File: src/rtl/riscv_fetch_pkg.sv
// Shared types and constants for the pipelined fetch queue.
package riscv_fetch_pkg;

  localparam logic [31:0] INST_FAULT = 32'h0000_0000;

  typedef struct packed {
    logic        fault;
    logic [31:0] pc;
    logic [31:0] instr;
  } fetch_entry_t;

  // Bits needed to hold a count in 0..n inclusive.
  function automatic int cnt_w(input int n);
    return $clog2(n + 1);
  endfunction

endpackage

File: src/rtl/riscv_fetch_fifo.sv
// Small synchronous FIFO with flush; head is read combinationally.
module riscv_fetch_fifo
  import riscv_fetch_pkg::*;
#(
  parameter int WIDTH = 65,
  parameter int DEPTH = 4,
  localparam int CW   = cnt_w(DEPTH),
  localparam int AW   = $clog2(DEPTH)
) (
  input  logic             clk_i,
  input  logic             rst_i,
  input  logic             push_i,
  input  logic [WIDTH-1:0] data_i,
  input  logic             pop_i,
  input  logic             flush_i,
  output logic [WIDTH-1:0] data_o,
  output logic             full_o,
  output logic             empty_o,
  output logic [CW-1:0]    count_o
);

  logic [WIDTH-1:0] mem [DEPTH];
  logic [AW-1:0]    wr_ptr_q, wr_ptr_d, rd_ptr_q, rd_ptr_d;
  logic [CW-1:0]    count_q, count_d;
  logic             do_push, do_pop;

  assign full_o  = (count_q == CW'(DEPTH));
  assign empty_o = (count_q == '0);
  assign count_o = count_q;
  assign data_o  = mem[rd_ptr_q];

  // A full queue still takes a write when the head leaves in the same cycle.
  assign do_push = push_i && (!full_o || pop_i) && !flush_i;
  assign do_pop  = pop_i && !empty_o;

  always_comb begin
    wr_ptr_d = wr_ptr_q;
    rd_ptr_d = rd_ptr_q;
    count_d  = count_q;
    if (flush_i) begin
      wr_ptr_d = '0;
      rd_ptr_d = '0;
      count_d  = '0;
    end else begin
      if (do_push) wr_ptr_d = wr_ptr_q + 1'b1;
      if (do_pop)  rd_ptr_d = rd_ptr_q + 1'b1;
      count_d = count_q + CW'(do_push) - CW'(do_pop);
    end
  end

  always_ff @(posedge clk_i or negedge rst_i) begin
    if (!rst_i) begin
      wr_ptr_q <= '0;
      rd_ptr_q <= '0;
      count_q  <= '0;
    end else begin
      wr_ptr_q <= wr_ptr_d;
      rd_ptr_q <= rd_ptr_d;
      count_q  <= count_d;
    end
  end

  always_ff @(posedge clk_i) begin
    if (do_push) mem[wr_ptr_q] <= data_i;
  end

endmodule

File: src/rtl/riscv_fetch_q.sv
// Fetch stage with pipelined I-cache reads and a prefetch queue.
// Optional RISCV_FETCH_BYPASS_EN: zero-latency response-to-decode when the queue is empty.
module riscv_fetch_q
  import riscv_fetch_pkg::*;
#(
  parameter int          FIFO_DEPTH      = 4,
  parameter int          MAX_OUTSTANDING = 2,
  parameter logic [31:0] RESET_PC        = 32'h0000_0000
) (
  input  logic        clk_i,
  input  logic        rst_i,
  input  logic        fetch_branch_i,
  input  logic [31:0] fetch_branch_pc_i,
  input  logic        fetch_accept_i,
  input  logic        fetch_invalidate_i,
  input  logic        icache_accept_i,
  input  logic        icache_valid_i,
  input  logic        icache_error_i,
  input  logic [31:0] icache_inst_i,
  output logic        fetch_valid_o,
  output logic [31:0] fetch_instr_o,
  output logic [31:0] fetch_pc_o,
  output logic        fetch_fault_o,
  output logic        icache_rd_o,
  output logic [31:0] icache_pc_o,
  output logic        icache_flush_o
);

  localparam int CW = cnt_w(FIFO_DEPTH);

  logic [CW-1:0] out_q, out_d, drop_q, drop_d, q_count;
  logic [31:0]   fetch_pc_q, fetch_pc_d, rsp_pc_q, rsp_pc_d;
  logic          flush_pend_q, flush_pend_d;
  logic          q_full, q_empty, q_push, q_pop, rd_acc, rsp_keep;
  logic [CW:0]   credit_sum;
  fetch_entry_t  q_head, rsp_entry, head;

  // Reserving a queue slot per accepted read means responses never stall.
  assign credit_sum  = {1'b0, out_q} + {1'b0, q_count};
  assign icache_rd_o = (out_q < CW'(MAX_OUTSTANDING)) && (credit_sum < (CW+1)'(FIFO_DEPTH));
  assign icache_pc_o = fetch_branch_i ? fetch_branch_pc_i : fetch_pc_q;
  assign rd_acc      = icache_rd_o && icache_accept_i;

  // Responses in a branch cycle belong to the old path and are squashed.
  assign rsp_keep        = icache_valid_i && (drop_q == '0) && !fetch_branch_i;
  assign rsp_entry.fault = icache_error_i;
  assign rsp_entry.pc    = rsp_pc_q;
  assign rsp_entry.instr = icache_error_i ? INST_FAULT : icache_inst_i;

  assign q_pop = !q_empty && fetch_accept_i;

`ifdef RISCV_FETCH_BYPASS_EN
  logic byp;
  assign byp           = q_empty && rsp_keep;
  assign fetch_valid_o = !q_empty || byp;
  assign head          = byp ? rsp_entry : q_head;
  assign q_push        = rsp_keep && !(byp && fetch_accept_i) && (!q_full || q_pop);
`else
  assign fetch_valid_o = !q_empty;
  assign head          = q_head;
  assign q_push        = rsp_keep && (!q_full || q_pop);
`endif

  assign fetch_pc_o     = head.pc;
  assign fetch_instr_o  = head.instr;
  assign fetch_fault_o  = fetch_valid_o && head.fault;
  assign icache_flush_o = fetch_invalidate_i || flush_pend_q;

  riscv_fetch_fifo #(.WIDTH($bits(fetch_entry_t)), .DEPTH(FIFO_DEPTH)) u_fifo (
    .clk_i   (clk_i),
    .rst_i   (rst_i),
    .push_i  (q_push),
    .data_i  (rsp_entry),
    .pop_i   (q_pop),
    .flush_i (fetch_branch_i),
    .data_o  (q_head),
    .full_o  (q_full),
    .empty_o (q_empty),
    .count_o (q_count)
  );

  always_comb begin
    fetch_pc_d   = fetch_pc_q;
    rsp_pc_d     = rsp_pc_q;
    drop_d       = drop_q;
    flush_pend_d = flush_pend_q;
    out_d        = out_q + CW'(rd_acc) - CW'(icache_valid_i);

    if (rd_acc)              fetch_pc_d = icache_pc_o + 32'd4;
    else if (fetch_branch_i) fetch_pc_d = fetch_branch_pc_i;

    if (fetch_branch_i) rsp_pc_d = fetch_branch_pc_i;
    else if (rsp_keep)  rsp_pc_d = rsp_pc_q + 32'd4;

    // Everything still in flight after this cycle is stale, except a read issued now.
    if (fetch_branch_i)                        drop_d = out_q - CW'(icache_valid_i);
    else if (icache_valid_i && drop_q != '0)   drop_d = drop_q - 1'b1;

    if (icache_flush_o && icache_accept_i) flush_pend_d = 1'b0;
    else if (fetch_invalidate_i)           flush_pend_d = 1'b1;
  end

  always_ff @(posedge clk_i or negedge rst_i) begin
    if (!rst_i) begin
      out_q        <= '0;
      drop_q       <= '0;
      fetch_pc_q   <= RESET_PC;
      rsp_pc_q     <= RESET_PC;
      flush_pend_q <= 1'b0;
    end else begin
      out_q        <= out_d;
      drop_q       <= drop_d;
      fetch_pc_q   <= fetch_pc_d;
      rsp_pc_q     <= rsp_pc_d;
      flush_pend_q <= flush_pend_d;
    end
  end

endmodule

File: config.mk
export PLATFORM = sky130hd
export DESIGN_NAME = riscv_fetch_q
export DESIGN_NICKNAME = d
export VERILOG_FILES = /design/src/rtl/riscv_fetch_pkg.sv /design/src/rtl/riscv_fetch_fifo.sv /design/src/rtl/riscv_fetch_q.sv
export SDC_FILE = /design/constraint.sdc
export NUM_CORES = 1
export LEC_CHECK = 0
export CELL_PAD_IN_SITES_DETAIL_PLACEMENT = 1
export CELL_PAD_IN_SITES_GLOBAL_PLACEMENT = 1
export CORE_MARGIN = 2
export CORE_UTILIZATION = 44
export CTS_BUF_LIST = sky130_fd_sc_hd__clkbuf_4
export CTS_CLUSTER_DIAMETER = 50
export DETAILED_ROUTE_END_ITERATION = 8
export PLACE_DENSITY = 0.75
export SETUP_SLACK_MARGIN = 0.2
export SLEW_MARGIN = 20
export SYNTH_ARGS = -nofsm -noshare
export SYNTH_HDL_FRONTEND = slang
export SYNTH_SLANG_ARGS = --single-unit
File: constraint.sdc
create_clock -name clk_i -period 3.6 [get_ports clk_i]
set_input_delay 0.9 -clock clk_i [delete_from_list [all_inputs] [get_ports clk_i]]
set_output_delay 0.9 -clock clk_i [all_outputs]
set_load 0.03 [all_outputs]
# After elaboration in Yosys (flattened, before gate mapping)
# Memory sizes are Yosys's and may differ from the RTL's.
# Cells that the tools add are included.
# Widths: inputs -> output; s select.
[word_totals]
out_inout_bits = 100
wordCells = 64
memories = 1
ff_bits = 78
mem_bits_rw = 260
[classes]
reduce_logical = 25
n_mux = 16
order_cmp = 2
add_sub_neg = 11
n_eq_ne = 1
[mem_list]
columns = ["name", "words", "width", "rd", "rd_ports_with_merged_regs", "wr", "line", "rtl"]
rows = [
  ["u_fifo.mem", 4, 65, 1, 0, 1, "riscv_fetch_fifo.sv:22", "logic [WIDTH-1:0] mem [DEPTH];"],
]
[op_table]
columns = ["operator", "n"]
rows = [
  ["$mux 32", 5],
  ["$add 32x3->32 const B", 2],
  ["$logic_and 1x1->1", 12],
  ["$reduce_bool 2->1", 5],
  ["$mux 3", 3],
  ["$sub 3x1->3", 3],
  ["$mux 2", 4],
  ["$add 3x1->3", 2],
  ["$logic_not 3->1", 2],
  ["$add 2x1->2 const B", 2],
  ["$add 3x3->4", 1],
  ["$lt 4x3->1 const B", 1],
  ["$mux 1", 4],
  ["$eq 3x3->1 const B", 1],
  ["$logic_not 1->1", 3],
  ["$lt 3x2->1 const B", 1],
  ["$reduce_bool 3->1", 1],
  ["$sub 3x1->3 const B", 1],
  ["$logic_or 1x1->1", 2],
]

# Logic depth before layout (Yosys ltp)
[depth]
word_depth = 10
depth_mapped = 13
depth_no_buf = 11

# Modules after synthesis
# From an unflattened synthesis, not the netlist that was laid out.
[hier_totals]
hier_cells = 891
hier_area_um2 = 14287.5
[by_module_without_submodules]
columns = ["mod", "cells_each", "area_per_inst_um2", "instances", "seq_area_each_um2"]
rows = [
  ["riscv_fetch_fifo", 388, 9868.2, 1, 7982.7],
  ["riscv_fetch_q", 503, 4419.2, 1, 1776.7],
]

# Least setup slack after synthesis
# Ideal clock, no wire load.
[synth_timing]
path_kind = "input port to flip-flop"
startpoint = "input fetch_branch_i"
endpoint = "memory u_fifo.mem[0][0] (enable)"
required_time_ns = 3.170
arrival_time_ns = 3.669
setup_ns = 0.430
path_stages = 6
setup_slack_ns = -0.499
cell_sequence = "buf_4 -> buf_4 -> buf_2 -> buf_2 -> nor3_1 -> and2_1"
[synth_between]
elab_chain_cells = 7
[synth_rtl]
columns = ["element", "line", "rtl"]
rows = [
  ["start: declaration", "riscv_fetch_q.sv:12", "input logic fetch_branch_i,"],
  ["$logic_not 1->1 *", "riscv_fetch_fifo.sv:33, riscv_fetch_q.sv:45", ""],
  ["$logic_and 1x1->1", "riscv_fetch_q.sv:45", "assign rsp_keep = icache_valid_i && (drop_q == '0) && !fetch_branch_i;"],
  ["$logic_and 1x1->1", "riscv_fetch_q.sv:61", "assign q_push = rsp_keep && (!q_full || q_pop);"],
  ["$logic_and 1x1->1", "riscv_fetch_fifo.sv:33", "assign do_push = push_i && (!full_o || pop_i) && !flush_i;"],
  ["$logic_and 1x1->1 *", "riscv_fetch_fifo.sv:33", ""],
  ["$mux 1 *", "riscv_fetch_fifo.sv:64", "if (do_push) mem[wr_ptr_q] <= data_i;"],
  ["$mux 1 (not written as such) *", "riscv_fetch_fifo.sv:64", ""],
  ["end: declaration", "riscv_fetch_fifo.sv:22", ""],
]
# Every way passes the cells marked *; elsewhere a longest branch is shown, timed or not.

# Final worst setup path
[layout_timing]
startpoint = "register u_fifo.rd_ptr_q[0]"
endpoint = "output fetch_instr_o[29]"
[layout_between]
elab_chain_cells = 1
[layout_rtl]
columns = ["element", "line", "rtl"]
rows = [
  ["start: declaration", "riscv_fetch_fifo.sv:23", "logic [AW-1:0] wr_ptr_q, wr_ptr_d, rd_ptr_q, rd_ptr_d;"],
  ["start signal: assignment", "riscv_fetch_fifo.sv:58", "rd_ptr_q <= rd_ptr_d;"],
  ["$mem_v2 4x65", "--", ""],
  ["end: declaration", "riscv_fetch_q.sv:21", "output logic [31:0] fetch_instr_o,"],
]
# No other way between the ends.

==> summary.txt <==
Run status
  – Outcome: finished clean

Clock tree
  – CTS tree: yes
  – Hold-fix buffers at CTS: 0
  – Clk sinks: 338
  – Max clock buf depth: 3
  – Worst-path clk slew: 0.08 ns
  – CTS buffer count: 88
  – CTS H-tree depth: 3
  – Skew-Pair Late Insertion Delay: between 0.7 and 0.8 ns
  – Clock root buffer: clkbuf_4

GRT
  – Gr ovfl total: 0
  – Antenna violations before repair: 1
  – GRT Total Usage: 20.1%
  – First-pass GRT wire length: around 52000 µm
  – Largest net degree at the start of global routing: 65
  – Vias in the first global route: 9390

STA
  – Fmax: 297 MHz
  – Max Slew Vio Count: 0
  – Total negative slack: 0 ns
  – Final setup violation count: 0
  – Clock Skews: between 0.06 and 0.07 ns
  – Fin Hold WS: 0.256 ns
  – Slew @ Worst Pin: 0.784 ns
  – Fin. Hold Viols: 0
  – Final Critical Period: 3.36 ns
  – Final Cycle Share: between 90% and 100%
  – RSZ-0062 raised after global routing: true
  – Fin worst setup slack: 0.235 ns
  – Max_slew headroom: 47.7%

Synth
  – Seq/Total Area, Yosys: 68.8%
  – Yosys top cell area share: 55.0%
  – FF+latch count, synth: 338
  – Post-Syn Instances: between 800 and 900
  – Synth warnings: 0
  – Synth Net Count: ~970
  – Synth Flop Type: edfxtp_1
  – Post-synth EDFFs: 260
  – Synth top area cells: edfxtp_1 55%, dfrtp_1 14%, mux4_2 10%, xnor2_1 2.3%, o21ai_0 1.8%
  – Distinct cells, synth: 53
  – Mean post-synth cell area: 16.1 µm²
  – Post-synth ARST share: 23.1%
  – Post-Syn Area: 14200 µm²
  – Synth area leader: edfxtp_1

Placement
  – Placer Congestion: 0.830
  – Hpwl dp: 21200 µm
  – PortBufs: 171
  – Post-Place Cell Area: roughly 17000 µm²
  – Setup slack at placement: 0.234 ns

Cells and area
  – Sequential Area: 9770 µm²
  – Multi-input gate area: 4080 µm²
  – Post-route cell area: 17900 µm²
  – Filler cells: 3077
  – P&R area growth vs syn: 26.1%
  – Most common cell after layout, fill and taps aside: edfxtp_1
  – Share of layout cells above drive strength 1: 24.0%
  – Final net count: ~1.2k
  – Leading cell types in the layout, fill and taps excluded: 260 x edfxtp_1, 131 x clkbuf_4, 96 x clkdlybuf4s50_1

Critical path
  – Critical path class: register to output pin
  – CP arrival: 2.46 ns
  – Worst setup SP type: register
  – Worst-path fanout max: 10
  – CP max stage cell: mux4_2
  – Slowest cell delay on critical path: 0.52 ns
  – Crit end category: output pin
  – Worst EP required: around 2.7 ns
  – Worst path cell trace: buf_12 -> bufbuf_16 -> mux4_2 -> clkdlybuf4s15_1

Drt
  – Final WL: 33000 µm
  – Antenna Nets Post-Route: 0
  – Detailed-route via count: 8522
  – Starting DRT DRC Count: 416
  – Routed vias/inst: 5.25
  – Residual DRC: 0
  – WL per Instance: 20.3 µm
  – Initial DRT Pass Iterations: 5

Floorplanning
  – Die width: 184 µm
  – Initial Utilization: approximately 45%
  – Site Rows: 65
  – Num ports: 172
  – Die Y: 184 µm
  – Die area: 33700 µm²
  – Core area: 31600 µm²

Power and ir drop
  – Tot Pwr: 10.9 mW
  – P_leak: approximately 6.6 nW
  – VDD IR max: 0.000231 V
  – PD cells: 608 nW/µm²

Hold path
  – Worst Hold Class: input pin to asynchronous set/reset pin

Flow run
  – Max-cap violations: 0
==> flip-flops by register name, summed over array words and instances, names as in the netlist <==
register / flops
u_fifo.wr_ptr_q: 2
u_fifo.rd_ptr_q: 2
out_q: 3
u_fifo.mem: 260
drop_q: 3
flush_pend_q: 1
u_fifo.count_o: 3
rsp_pc_q: 32
fetch_pc_q: 32
==> worst paths after layout <==
path | from | endpoint | slack [ns] | depth (start not counted)
hold / removal | rst_i | fetch_pc_q[23] | 0.26 | 1
setup / recovery | u_fifo.rd_ptr_q[0] | fetch_instr_o[29] | 0.24 | 4
hold reg to reg | rsp_pc_q[0] | u_fifo.mem[3][32] | 0.52 | 0
setup reg to reg | u_fifo.count_o[2] | out_q[2] | 0.86 | 10
max in group asynchronous | rst_i | u_fifo.rd_ptr_q[1] | 2.70 | 1
min in group clk_i | rsp_pc_q[0] | u_fifo.mem[3][32] | 0.52 | 0
==> worst max-delay path: cells and delay by family, from the launching register on <==
family / cells / cell delay, ns
buffers and inverters: 3 / 0.80
DFF: 1 / 0.44
muxes: 1 / 0.52
==> cell type report <==
cell class | count | area share (%)
antenna | 1 | 0.0140
clock buffer | 131 | 5.50
clock inverter | 33 | 1.23
inverter | 53 | 1.11
multi-input combinational | 452 | 22.8
sequential | 338 | 54.6
tap | 402 | 2.81
timing repair buffer | 213 | 11.9
==> stage by stage <==
stage	instances	utilization, %
after floorplan	881	-
after global placement	1449	52.6
after detailed placement	1449	52.6
after CTS	1622	56.6
after global routing	1623	56.6
final	1623	56.6
==> cells by family after synthesis <==
group	after synthesis	synth area share, %
flip-flops	338	68.8
AND/OR/NAND/NOR	217	8.58
buffers and inverters	91	2.57
multiplexers	78	11.3
AO/OA/AOI/OAI	72	2.95
XOR/XNOR	66	4.07
adder cells (fa/ha/maj)	19	1.78
==> cells in the mapped netlist (3+ instances only) <==
cell type and instances:
xor2_1 28, or3_1 3, nor2b_1 34, dfrtp_1 78, nand4b_1 6, and3_1 5
nor3_1 17, edfxtp_1 260, clkbuf_1 21, ha_1 17, buf_4 4, mux4_2 65
nor4_1 6, buf_1 7, a22oi_1 3, buf_2 6, mux2i_1 9, inv_1 53
nor2_1 19, nor3_2 4, nand3b_1 3, nand4_1 11, and2_1 9, o21ai_0 52
nand3_1 22, xnor2_1 38, mux2_2 4, nand2_1 59
==> report_power, final <==
| part | leakage [nW] | internal, mW | switching [mW] |
|---|---|---|---|
| Combinational | 2.58 | 1.24 | 1.56 |
| Clock | 0.704 | 1.89 | 1.56 |
| Sequential | 3.31 | 4.44 | 0.184 |
| Total | 6.60 | 7.57 | 3.30 |
==> metal layers <==
| metal | track usage, % | routed length [µm] | vias to the layer above |
|---|---|---|---|
| met2 | 32.7 | 15800 | 247 |
| met4 | 6.85 | 558 | 0 |
| li1 | - | - | 3891 |
| met1 | 27.0 | 14700 | 4342 |
| met3 | 4.58 | 1940 | 42 |
| met5 | 0 | 0 | - |
==> timing repair <==
action | CTS | global route
buffers inserted | 8 | 0
gates cloned | 1 | 0
endpoints found under the setup margin | 66 | 17
resized for setup | 90 | 25
hold endpoints to repair | 0 | 0
Note: power is estimated with default switching activity, not from simulation.
